[src/rtl/assembler_pkg.sv]
// Shared assembler types: instruction formats, operand slot kinds, the per-format
// slot table and the error codes reported by the operand sequencer.
package assembler_pkg;

    typedef enum logic [2:0] {
        FMT_R = 3'd0,
        FMT_I = 3'd1,
        FMT_S = 3'd2,
        FMT_B = 3'd3,
        FMT_U = 3'd4,
        FMT_J = 3'd5
    } fmt_t;

    typedef enum logic [2:0] {
        SLOT_RD   = 3'd0,
        SLOT_RS1  = 3'd1,
        SLOT_RS2  = 3'd2,
        SLOT_IMM  = 3'd3,
        SLOT_NONE = 3'd4
    } slot_kind_t;

    typedef enum logic [2:0] {
        ST_IDLE  = 3'd0,
        ST_PARSE = 3'd1,
        ST_GAP   = 3'd2,
        ST_DONE  = 3'd3,
        ST_ERROR = 3'd4
    } seq_state_t;

    localparam logic [1:0] ERR_NONE = 2'd0;
    localparam logic [1:0] ERR_REG  = 2'd1;
    localparam logic [1:0] ERR_IMM  = 2'd2;
    localparam logic [1:0] ERR_FMT  = 2'd3;

    function automatic logic fmt_known(input logic [2:0] fmt);
        return (fmt <= 3'd5);
    endfunction

    // Operand order per format; any index past the last operand yields SLOT_NONE.
    function automatic slot_kind_t slot_kind(input fmt_t fmt, input logic [1:0] idx);
        slot_kind_t k;
        k = SLOT_NONE;
        case (fmt)
            FMT_R:   k = (idx == 2'd0) ? SLOT_RD  : (idx == 2'd1) ? SLOT_RS1 : (idx == 2'd2) ? SLOT_RS2 : SLOT_NONE;
            FMT_I:   k = (idx == 2'd0) ? SLOT_RD  : (idx == 2'd1) ? SLOT_RS1 : (idx == 2'd2) ? SLOT_IMM : SLOT_NONE;
            FMT_S:   k = (idx == 2'd0) ? SLOT_RS2 : (idx == 2'd1) ? SLOT_RS1 : (idx == 2'd2) ? SLOT_IMM : SLOT_NONE;
            FMT_B:   k = (idx == 2'd0) ? SLOT_RS1 : (idx == 2'd1) ? SLOT_RS2 : (idx == 2'd2) ? SLOT_IMM : SLOT_NONE;
            FMT_U:   k = (idx == 2'd0) ? SLOT_RD  : (idx == 2'd1) ? SLOT_IMM : SLOT_NONE;
            FMT_J:   k = (idx == 2'd0) ? SLOT_RD  : (idx == 2'd1) ? SLOT_IMM : SLOT_NONE;
            default: k = SLOT_NONE;
        endcase
        return k;
    endfunction

endpackage

[src/rtl/operand_skid.sv]
// One-entry character holding register: captures a strobe that arrives while the
// parsers are held in reset and offers it back for replay; flush has priority.
module operand_skid (
    input  logic       clk_in,
    input  logic       rst_in,
    input  logic       load,
    input  logic       flush,
    input  logic [7:0] data_in,
    output logic       valid,
    output logic [7:0] data
);

    logic       valid_r;
    logic [7:0] data_r;

    // Holding register with synchronous clear.
    always_ff @(posedge clk_in) begin
        if (rst_in || flush) begin
            valid_r <= 1'b0;
            data_r  <= 8'd0;
        end else if (load) begin
            valid_r <= 1'b1;
            data_r  <= data_in;
        end else begin
            valid_r <= valid_r;
            data_r  <= data_r;
        end
    end

    assign valid = valid_r;
    assign data  = data_r;

endmodule

[src/rtl/operand_sequencer.sv]
// Walks the operand slots of one decoded instruction, steering characters to the
// register or immediate parser. Optional per-slot timeout: OPERAND_TIMEOUT_EN.
module operand_sequencer
    import assembler_pkg::*;
#(
    parameter int IMM_WIDTH         = 32,
    parameter int MAX_OPERAND_CHARS = 16
) (
    input  logic                 clk_in,
    input  logic                 rst_in,
    input  logic                 start_in,
    input  logic [2:0]           format_in,
    input  logic                 valid_data,
    input  logic                 new_character,
    input  logic [7:0]           incoming_ascii,
    output logic                 reg_valid_out,
    output logic                 imm_valid_out,
    output logic                 fwd_new_char_out,
    output logic [7:0]           fwd_ascii_out,
    input  logic                 reg_done_in,
    input  logic                 reg_error_in,
    input  logic [4:0]           reg_value_in,
    input  logic                 imm_done_in,
    input  logic                 imm_error_in,
    input  logic [IMM_WIDTH-1:0] imm_value_in,
    output logic [4:0]           rd_out,
    output logic [4:0]           rs1_out,
    output logic [4:0]           rs2_out,
    output logic [IMM_WIDTH-1:0] imm_out,
    output logic                 busy_out,
    output logic                 done_out,
    output logic                 error_out,
    output logic [1:0]           error_code_out
);

    seq_state_t            state_r, state_nx_s;
    fmt_t                  fmt_r;
    logic [1:0]            slot_r;
    logic [4:0]            rd_r, rs1_r, rs2_r;
    logic [IMM_WIDTH-1:0]  imm_r;
    logic [1:0]            err_code_r;
    slot_kind_t            kind_s;
    logic                  is_reg_s, is_imm_s, act_done_s, act_err_s, last_s, timeout_s;
    logic                  skid_valid_s;
    logic [7:0]            skid_data_s;

    assign kind_s     = slot_kind(fmt_r, slot_r);
    assign is_reg_s   = (kind_s == SLOT_RD) || (kind_s == SLOT_RS1) || (kind_s == SLOT_RS2);
    assign is_imm_s   = (kind_s == SLOT_IMM);
    assign act_done_s = (is_reg_s && reg_done_in) || (is_imm_s && imm_done_in);
    assign act_err_s  = (is_reg_s && reg_error_in) || (is_imm_s && imm_error_in);
    assign last_s     = (slot_kind(fmt_r, slot_r + 2'd1) == SLOT_NONE);

    operand_skid u_skid (
        .clk_in  (clk_in),
        .rst_in  (rst_in),
        .load    ((state_r == ST_GAP) && new_character && valid_data),
        .flush   (state_r != ST_GAP),
        .data_in (incoming_ascii),
        .valid   (skid_valid_s),
        .data    (skid_data_s)
    );

`ifdef OPERAND_TIMEOUT_EN
    localparam int CNT_W = $clog2(MAX_OPERAND_CHARS + 1);
    logic [CNT_W-1:0] char_cnt_r;

    // Characters forwarded in the current slot; the GAP before each slot clears it.
    always_ff @(posedge clk_in) begin
        if (rst_in || (state_r != ST_PARSE)) begin
            char_cnt_r <= {CNT_W{1'b0}};
        end else if (fwd_new_char_out) begin
            char_cnt_r <= char_cnt_r + {{(CNT_W-1){1'b0}}, 1'b1};
        end else begin
            char_cnt_r <= char_cnt_r;
        end
    end

    assign timeout_s = (state_r == ST_PARSE) && (char_cnt_r == CNT_W'(MAX_OPERAND_CHARS));
`else
    assign timeout_s = 1'b0;
`endif

    // State register.
    always_ff @(posedge clk_in) begin
        if (rst_in) begin
            state_r <= ST_IDLE;
        end else begin
            state_r <= state_nx_s;
        end
    end

    // Next-state logic; losing the stream overrides everything.
    always_comb begin
        state_nx_s = state_r;
        if (!valid_data) begin
            state_nx_s = ST_IDLE;
        end else begin
            case (state_r)
                ST_IDLE, ST_ERROR: state_nx_s = !start_in ? state_r :
                                                fmt_known(format_in) ? ST_PARSE : ST_ERROR;
                ST_PARSE:          state_nx_s = act_err_s  ? ST_ERROR :
                                                act_done_s ? (last_s ? ST_DONE : ST_GAP) :
                                                timeout_s  ? ST_ERROR : ST_PARSE;
                ST_GAP:            state_nx_s = ST_PARSE;
                ST_DONE:           state_nx_s = ST_IDLE;
                default:           state_nx_s = ST_IDLE;
            endcase
        end
    end

    // Format latch, slot index, field capture and error code.
    always_ff @(posedge clk_in) begin
        if (rst_in) begin
            fmt_r      <= FMT_R;
            slot_r     <= 2'd0;
            rd_r       <= 5'd0;
            rs1_r      <= 5'd0;
            rs2_r      <= 5'd0;
            imm_r      <= {IMM_WIDTH{1'b0}};
            err_code_r <= ERR_NONE;
        end else if (valid_data) begin
            case (state_r)
                ST_IDLE, ST_ERROR: begin
                    if (start_in) begin
                        fmt_r      <= fmt_t'(format_in);
                        slot_r     <= 2'd0;
                        rd_r       <= 5'd0;
                        rs1_r      <= 5'd0;
                        rs2_r      <= 5'd0;
                        imm_r      <= {IMM_WIDTH{1'b0}};
                        err_code_r <= fmt_known(format_in) ? ERR_NONE : ERR_FMT;
                    end
                end
                ST_PARSE: begin
                    if (act_err_s) begin
                        err_code_r <= is_reg_s ? ERR_REG : ERR_IMM;
                    end else if (act_done_s) begin
                        case (kind_s)
                            SLOT_RD:  rd_r  <= reg_value_in;
                            SLOT_RS1: rs1_r <= reg_value_in;
                            SLOT_RS2: rs2_r <= reg_value_in;
                            SLOT_IMM: imm_r <= imm_value_in;
                            default:  rd_r  <= rd_r;
                        endcase
                        slot_r <= last_s ? slot_r : slot_r + 2'd1;
                    end else if (timeout_s) begin
                        err_code_r <= ERR_FMT;
                    end
                end
                default: slot_r <= slot_r;
            endcase
        end
    end

    // Parser steering and status decode from the current state.
    always_comb begin
        reg_valid_out    = 1'b0;
        imm_valid_out    = 1'b0;
        fwd_new_char_out = 1'b0;
        fwd_ascii_out    = 8'd0;
        busy_out         = 1'b0;
        done_out         = 1'b0;
        error_out        = 1'b0;
        case (state_r)
            ST_PARSE: begin
                reg_valid_out    = is_reg_s;
                imm_valid_out    = is_imm_s;
                fwd_new_char_out = new_character || skid_valid_s;
                fwd_ascii_out    = skid_valid_s ? skid_data_s : incoming_ascii;
                busy_out         = 1'b1;
            end
            ST_GAP:   busy_out  = 1'b1;
            ST_DONE:  done_out  = 1'b1;
            ST_ERROR: error_out = 1'b1;
            default:  busy_out  = 1'b0;
        endcase
    end

    assign rd_out         = rd_r;
    assign rs1_out        = rs1_r;
    assign rs2_out        = rs2_r;
    assign imm_out        = imm_r;
    assign error_code_out = err_code_r;

endmodule

[config.mk]
export PLATFORM = sky130hd
export DESIGN_NAME = operand_sequencer
export DESIGN_NICKNAME = d
export VERILOG_FILES = /design/src/rtl/assembler_pkg.sv /design/src/rtl/operand_skid.sv /design/src/rtl/operand_sequencer.sv
export SDC_FILE = /design/constraint.sdc
export NUM_CORES = 1
export LEC_CHECK = 0
export CAP_MARGIN = 30
export CORE_MARGIN = 2
export CORE_UTILIZATION = 47
export CTS_CLUSTER_SIZE = 24
export DETAILED_ROUTE_END_ITERATION = 8
export PLACE_DENSITY_LB_ADDON = 0.3
export RECOVER_POWER = 25
export SYNTH_ARGS = -nofsm -noshare
export SYNTH_HDL_FRONTEND = slang
export SYNTH_SLANG_ARGS = --single-unit
export TNS_END_PERCENT = 50
[constraint.sdc]
create_clock -name clk_in -period 6 [get_ports clk_in]
set_clock_uncertainty 0.2 [all_clocks]
set_input_delay 1.2 -clock clk_in [delete_from_list [all_inputs] [get_ports clk_in]]
set_output_delay 1.2 -clock clk_in [all_outputs]
set_load 0.03 [all_outputs]
Word level (Yosys, flattened, before mapping)
Cells that the tools add are included.
{"block": "classes", "n_reduce_logical": 29, "addsub": 1, "n_lt_le_gt_ge": 1, "n_mux": 66, "eq_ne": 27, "bitwise": 1}
{"op": "32-bit two-way mux", "count": 4}
{"op": "3-bit two-way mux", "count": 25}
{"op": "32-bit case mux with 2 select lines", "count": 1}
{"op": "5-bit two-way mux", "count": 10}
{"op": "3-bit case mux with 5 select lines", "count": 2}
{"op": "5-bit case mux with 2 select lines", "count": 3}
{"op": "6-bit AND reduction", "count": 5}
{"op": "3-bit by 2-bit == test with 1-bit output (second input constant)", "count": 6}
{"op": "2-bit two-way mux", "count": 9}
{"op": "2-bit != test (second input constant)", "count": 9}
{"op": "8-bit two-way mux", "count": 2}
{"op": "3-bit == test (second input constant)", "count": 4}
{"op": "3-bit by 1-bit == test with 1-bit output (second input constant)", "count": 3}
{"op": "3-bit logical NOT", "count": 3}
{"op": "3-bit case mux with 3 select lines", "count": 1}
{"op": "2-bit case mux with 2 select lines", "count": 2}
{"op": "2-bit OR reduction", "count": 4}
{"op": "1-bit two-way mux", "count": 7}
{"op": "1-bit logical AND", "count": 6}
{"op": "1-bit logical OR", "count": 6}
{"op": "2-bit by 1-bit == test with 1-bit output (second input constant)", "count": 2}
{"op": "2-bit == test (second input constant)", "count": 2}
{"op": "2-bit logical NOT", "count": 2}
{"op": "4-bit AND reduction", "count": 1}
{"op": "6 further kinds", "count": 6}
{"block": "totals", "reg_bits": 66, "output_inout_bits": 63, "wordCells": 135, "in_bits": 57}

Longest topological paths before layout
{"block": "logic_depth", "ltp_word": 13, "ltp_mapped": 11, "ltp_nobuf": 9}

By module
Synthesis repeated with hierarchy kept, for this count alone.
{"block": "hier_totals", "hier_cells": 323, "hier_area_um2": 3021.6}
{"module": "operand_sequencer", "area_each_um2": 2698.8, "n_inst": 1, "cells_each": 293, "seq_area_each_um2": 1141.1}
{"module": "operand_skid", "area_each_um2": 322.8, "n_inst": 1, "cells_each": 30, "seq_area_each_um2": 180.2}

Least setup slack after synthesis
No wires, ideal clock.
{"block": "synth_path", "kind": "register to output", "startpoint": "register slot_r[0]", "endpoint": "output port imm_valid_out", "path_slack_ps": 2695, "t_required_ps": 4600, "path_stages_with_launch": 8, "arrival_ps": 1905, "path_cell_list": "dfxtp_1 -> inv_1 -> ha_1 -> nor2b_1 -> a221oi_2 -> o21ai_2 -> a21boi_2 -> and2_1"}
{"block": "synth_via", "elab_chain_cells": 7, "elab_cells_between_ends": 17, "cone_classes": "eq/ne (3); mux (13); reduce/logical (1)"}
{"item": "start, declared", "line_no": "operand_sequencer.sv:38", "rtl": "logic [1:0] slot_r;"}
{"item": "start signal, assigned", "line_no": "operand_sequencer.sv:146", "rtl": "slot_r <= last_s ? slot_r : slot_r + 2'd1;"}
{"item": "start signal, assigned", "line_no": "operand_sequencer.sv:151", "rtl": "default: slot_r <= slot_r;"}
{"item": "2-bit == test"}
{"item": "3-bit two-way mux, on equally long branches (3 in series)"}
{"item": "3-bit case mux with 5 select lines *", "line_no": "assembler_pkg.sv:43", "rtl": "case (fmt)"}
{"item": "3-bit by 2-bit == test with 1-bit output *", "line_no": "operand_sequencer.sv:49", "rtl": "assign is_imm_s = (kind_s == SLOT_IMM);"}
{"item": "1-bit two-way mux *", "line_no": "operand_sequencer.sv:165", "rtl": "case (state_r)"}
{"item": "end, declared", "line_no": "operand_sequencer.sv:17", "rtl": "output logic imm_valid_out,"}
Every way passes the cells marked *; elsewhere a longest branch is shown, timed or not.

Worst setup path after layout
Ends and elaborated chain as after synthesis.

==> impl_summary.txt <==
----------------------------------------------------
[Setup path]
  Launch instance of the worst register-to-register path ... slot_r[0]
  Category of the critical setup timing path ... reg2out
  Nature of the critical path startpoint ... flop
  Number of buffers and inverters on the critical path ... 2
  CP Max Fanout ... 7
  R2r endpoint ... imm_out[5]
  Max stage delay cell, worst path ... sky130_fd_sc_hd__clkdlybuf4s50_1
  Required time of the worst setup path ... 4600 ps
  Series of cell instances along the critical path ... inv_1, ha_1, nor2b_1, a221oi_2, o21ai_2, a21boi_2, and2_1, clkdlybuf4s50_1
  Max stage delay on crit path ... 670 ps
  R2R cell count ... 10
  Reg2reg setup slack ... 2730 ps
  Category of the worst setup path capture point ... output port
  Data arrival, critical path ... 3040 ps
  Family of cells with the greatest summed delay on the critical path ... buffers and inverters

[Die]
  Placeable core region ... 0.00624 mm²
  # rows ... 29
  Count of pins on the block boundary ... 120
  Effective utilization at floorplan ... 47.7%
  Die outline area ... 0.00699 mm²
  Die Span X ... 83.6 µm
  Die span in y ... 83.6 µm

[Placement]
  Port Buffer Count ... 119
  Post-detailed-placement half-perimeter wirelength ... 5.54 mm
  Gpl congestion ... 0.936

[Cells and area]
  Share of cells above drive strength 1 ... 7.31%
  Core utilization of the finished layout ... 70.2%
  Inserted Diodes ... 0
  Most frequent cells in the layout ... sky130_fd_sc_hd__clkdlybuf4s50_1, sky130_fd_sc_hd__dfxtp_1, sky130_fd_sc_hd__nor2_1
  Commonest non-fill, non-tap cell in the layout ... sky130_fd_sc_hd__clkdlybuf4s50_1
  Nets@finish ... 483
  Layout area overhead ... 47.1%

[STA]
  Setup TNS ... 0 ps
  Setup-failing EPs final ... 0
  Final hold viol count ... 0
  Final min period ... 4440 ps
  Remaining max-slew budget at the tightest pin ... 10.1%
  Number of max-slew violations in the final report ... 0
  Slew @ Worst Pin ... 1340 ps
  Unrepaired setup endpoints after global routing ... no
  Final clock period utilization by the worst path ... 74.0%
  Fmax ... 0.225 GHz

[CTS]
  Number of buffers created by CTS ... 9
  Max Root-Sink Buffers ... 2
  Source-to-sink clock delay at the later pin of the worst-skew pair ... 340 ps
  Number of buffers added for setup after CTS ... 0
  Clock tree from TritonCTS ... built
  Post-CTS clock slew at the launch and capture registers of the worst setup and hold paths ... 70 ps
  Clock root buffer master ... sky130_fd_sc_hd__clkbuf_8
  Hold-fix buffer count after cts ... 0
  Sink count of the clock tree ... 66
  Post-cts repair resize count ... 0
  Number of levels in the clock H-tree ... 3

[Synthesis]
  Post-Syn Area per Cell ... 9.80 µm²
  Number of unique standard cell types used by synthesis ... 46
  Primary FF master, synth ... sky130_fd_sc_hd__dfxtp_1
  Number of flops mapped to enable cells by yosys ... 0
  #FFs+latches synth ... 66
  Synthesized instance count ... 304
  FFs w/ async S/R, synth ... 0%
  Sequential fraction of the synthesis area ... 44.4%
  Synth Net Count ... 368
  Combined area of all synthesized cells ... 0.00298 mm²
  Number of warnings printed during yosys synthesis ... 0

[GRT]
  Global-route wire length before repair ... 11.9 mm
  Largest net degree at the start of global routing ... 33
  Number of antenna violations at the first check in global routing ... 0
  Global routing usage summed across all routing layers ... 21.0%
  Vias in the first global route ... 2565
  GRT met2 Usage ... 33.4%
  Global Route met1 Usage ... 26.4%
  Most crowded layer after global routing ... met2
  Met3 track utilization from global routing ... 5.93%
  Global-route congestion overflow total ... 0

[Route]
  Wire per inst ... 14.9 µm
  Starting DRC count in detailed routing ... 94
  ANT nets after route ... 0
  Final routed DRC violation total ... 0
  Final wirelength ... 7.46 mm
  Vias ... 2683
  Initial DRT Pass Iterations ... 4
  Average via count per standard cell ... 5.36

[Run]
  Number of max-cap violations ... 0

[Run status]
  Run status ... complete, no violations

[Hold path]
  Number of cells on the worst hold path ... 2
  Endpoint of the worst hold path ... rs2_out[0]
  Source of the worst hold timing path ... rs2_out[0]
  Path class of the lowest-slack min-delay path ... reg2reg

[Pwr]
  Leak pwr ... 1.78 nW
  Sum of internal, switching and leakage power ... 0.922 mW
  Cell area power density ... 211 mW/mm²
  Largest voltage drop on the vdd net ... 194 µV

----------------------------------------------------
==> cell type report <==
class | count | area [µm²]
Clock buffer | 9 | 124
Clock inverter | 7 | 77.6
Fill cell | 508 | 1860
Inverter | 7 | 26.3
Multi-Input combinational cell | 214 | 1520
Sequential cell | 66 | 1320
Tap cell | 77 | 96.3
Timing Repair Buffer | 121 | 1210
==> cell families (layout without fill, tap and decap cells) <==
logic type | Yosys count | after routing | share of synthesized area [%]
buf+inv | 24 | 144 | 4.92
mux | 31 | 31 | 10.4
flops | 66 | 66 | 44.4
fa+ha+maj | 7 | 7 | 2.94
xor+xnor | 1 | 1 | 0.294
simple gates | 101 | 101 | 16.3
compound gates | 74 | 74 | 20.7
==> how the worst max path moves through the flow <==
stage | cells after the start | to | start | slack (ps)
2_1_floorplan | 7 | imm_valid_out | slot_r[0] | 2690
3_3_place_gp | 8 | imm_out[19] | start_in | 1740
3_5_place_dp | 9 | imm_out[5] | start_in | 1830
4_1_cts | 8 | imm_valid_out | slot_r[0] | 1560
5_1_grt | 8 | imm_valid_out | slot_r[0] | 1440
6_report | 8 | imm_valid_out | slot_r[0] | 1560
==> flip-flops by register name, summed over array words and instances (netlist names) <==
name            cells
rs1_out             5
error_code_out      2
state_r             3
imm_out            32
u_skid.valid        1
rs2_out             5
u_skid.data         8
fmt_r               3
rd_out              5
slot_r              2
==> worst register-to-register path, cell delays in order, from the launching register on <==
cell                       delay [ps]
sky130_fd_sc_hd__dfxtp_1          460
sky130_fd_sc_hd__inv_1            160
sky130_fd_sc_hd__ha_1             430
sky130_fd_sc_hd__nor2b_1           90
sky130_fd_sc_hd__a221oi_2         350
sky130_fd_sc_hd__o21ai_2          180
sky130_fd_sc_hd__a21boi_2         230
sky130_fd_sc_hd__nand2_1          140
sky130_fd_sc_hd__o31a_1           470
sky130_fd_sc_hd__buf_8            240
sky130_fd_sc_hd__a22o_1           240
==> power breakdown <==
group	internal (mW)	switching [mW]
Sequential	0.440	0.00449
Clock	0.194	0.179
Combinational	0.0560	0.0482
==> synthesized netlist by cell type, types with 2 or more instances <==
cell                       number  area [µm²]
sky130_fd_sc_hd__clkbuf_1       6        22.5
sky130_fd_sc_hd__nor2_1        40         150
sky130_fd_sc_hd__nand2b_1      12        75.1
sky130_fd_sc_hd__o32ai_1        4        35.0
sky130_fd_sc_hd__nor2b_1        4        25.0
sky130_fd_sc_hd__nand2_1       29         109
sky130_fd_sc_hd__a31oi_1        2        12.5
sky130_fd_sc_hd__nand3_1        2        10.0
sky130_fd_sc_hd__nand4_2        2        25.0
sky130_fd_sc_hd__nor4bb_1       2        20.0
sky130_fd_sc_hd__inv_1          7        26.3
sky130_fd_sc_hd__dfxtp_1       66        1320
sky130_fd_sc_hd__a21o_1         2        15.0
sky130_fd_sc_hd__buf_2          3        15.0
sky130_fd_sc_hd__and2_1         3        18.8
sky130_fd_sc_hd__a22o_1        33         289
sky130_fd_sc_hd__a32o_1         6        60.1
sky130_fd_sc_hd__o21ai_0        4        20.0
sky130_fd_sc_hd__a21oi_1        7        35.0
sky130_fd_sc_hd__ha_1           7        87.6
sky130_fd_sc_hd__mux2i_1       31         310
sky130_fd_sc_hd__buf_6          7        78.8
sky130_fd_sc_hd__or2_2          2        12.5
==> through the flow <==
stage	cells	cell area, µm²	hold WS (ps)	setup slack (ps)
after global placement	484	4170	249	1740
after global routing	501	4380	287	1440
final	501	4380	259	1560
after CTS	501	4380	265	1560
after floorplan	304	2980	260	2690
after detailed placement	485	4180	252	1830
==> layer usage <==
metal  part of all wire (%)  up-vias
met5                      0        -
met4                    2.3        0
met3                    6.6       16
met2                     47       94
met1                     44     1249
li1                       -     1324
Power figures use the tool's default switching activity.
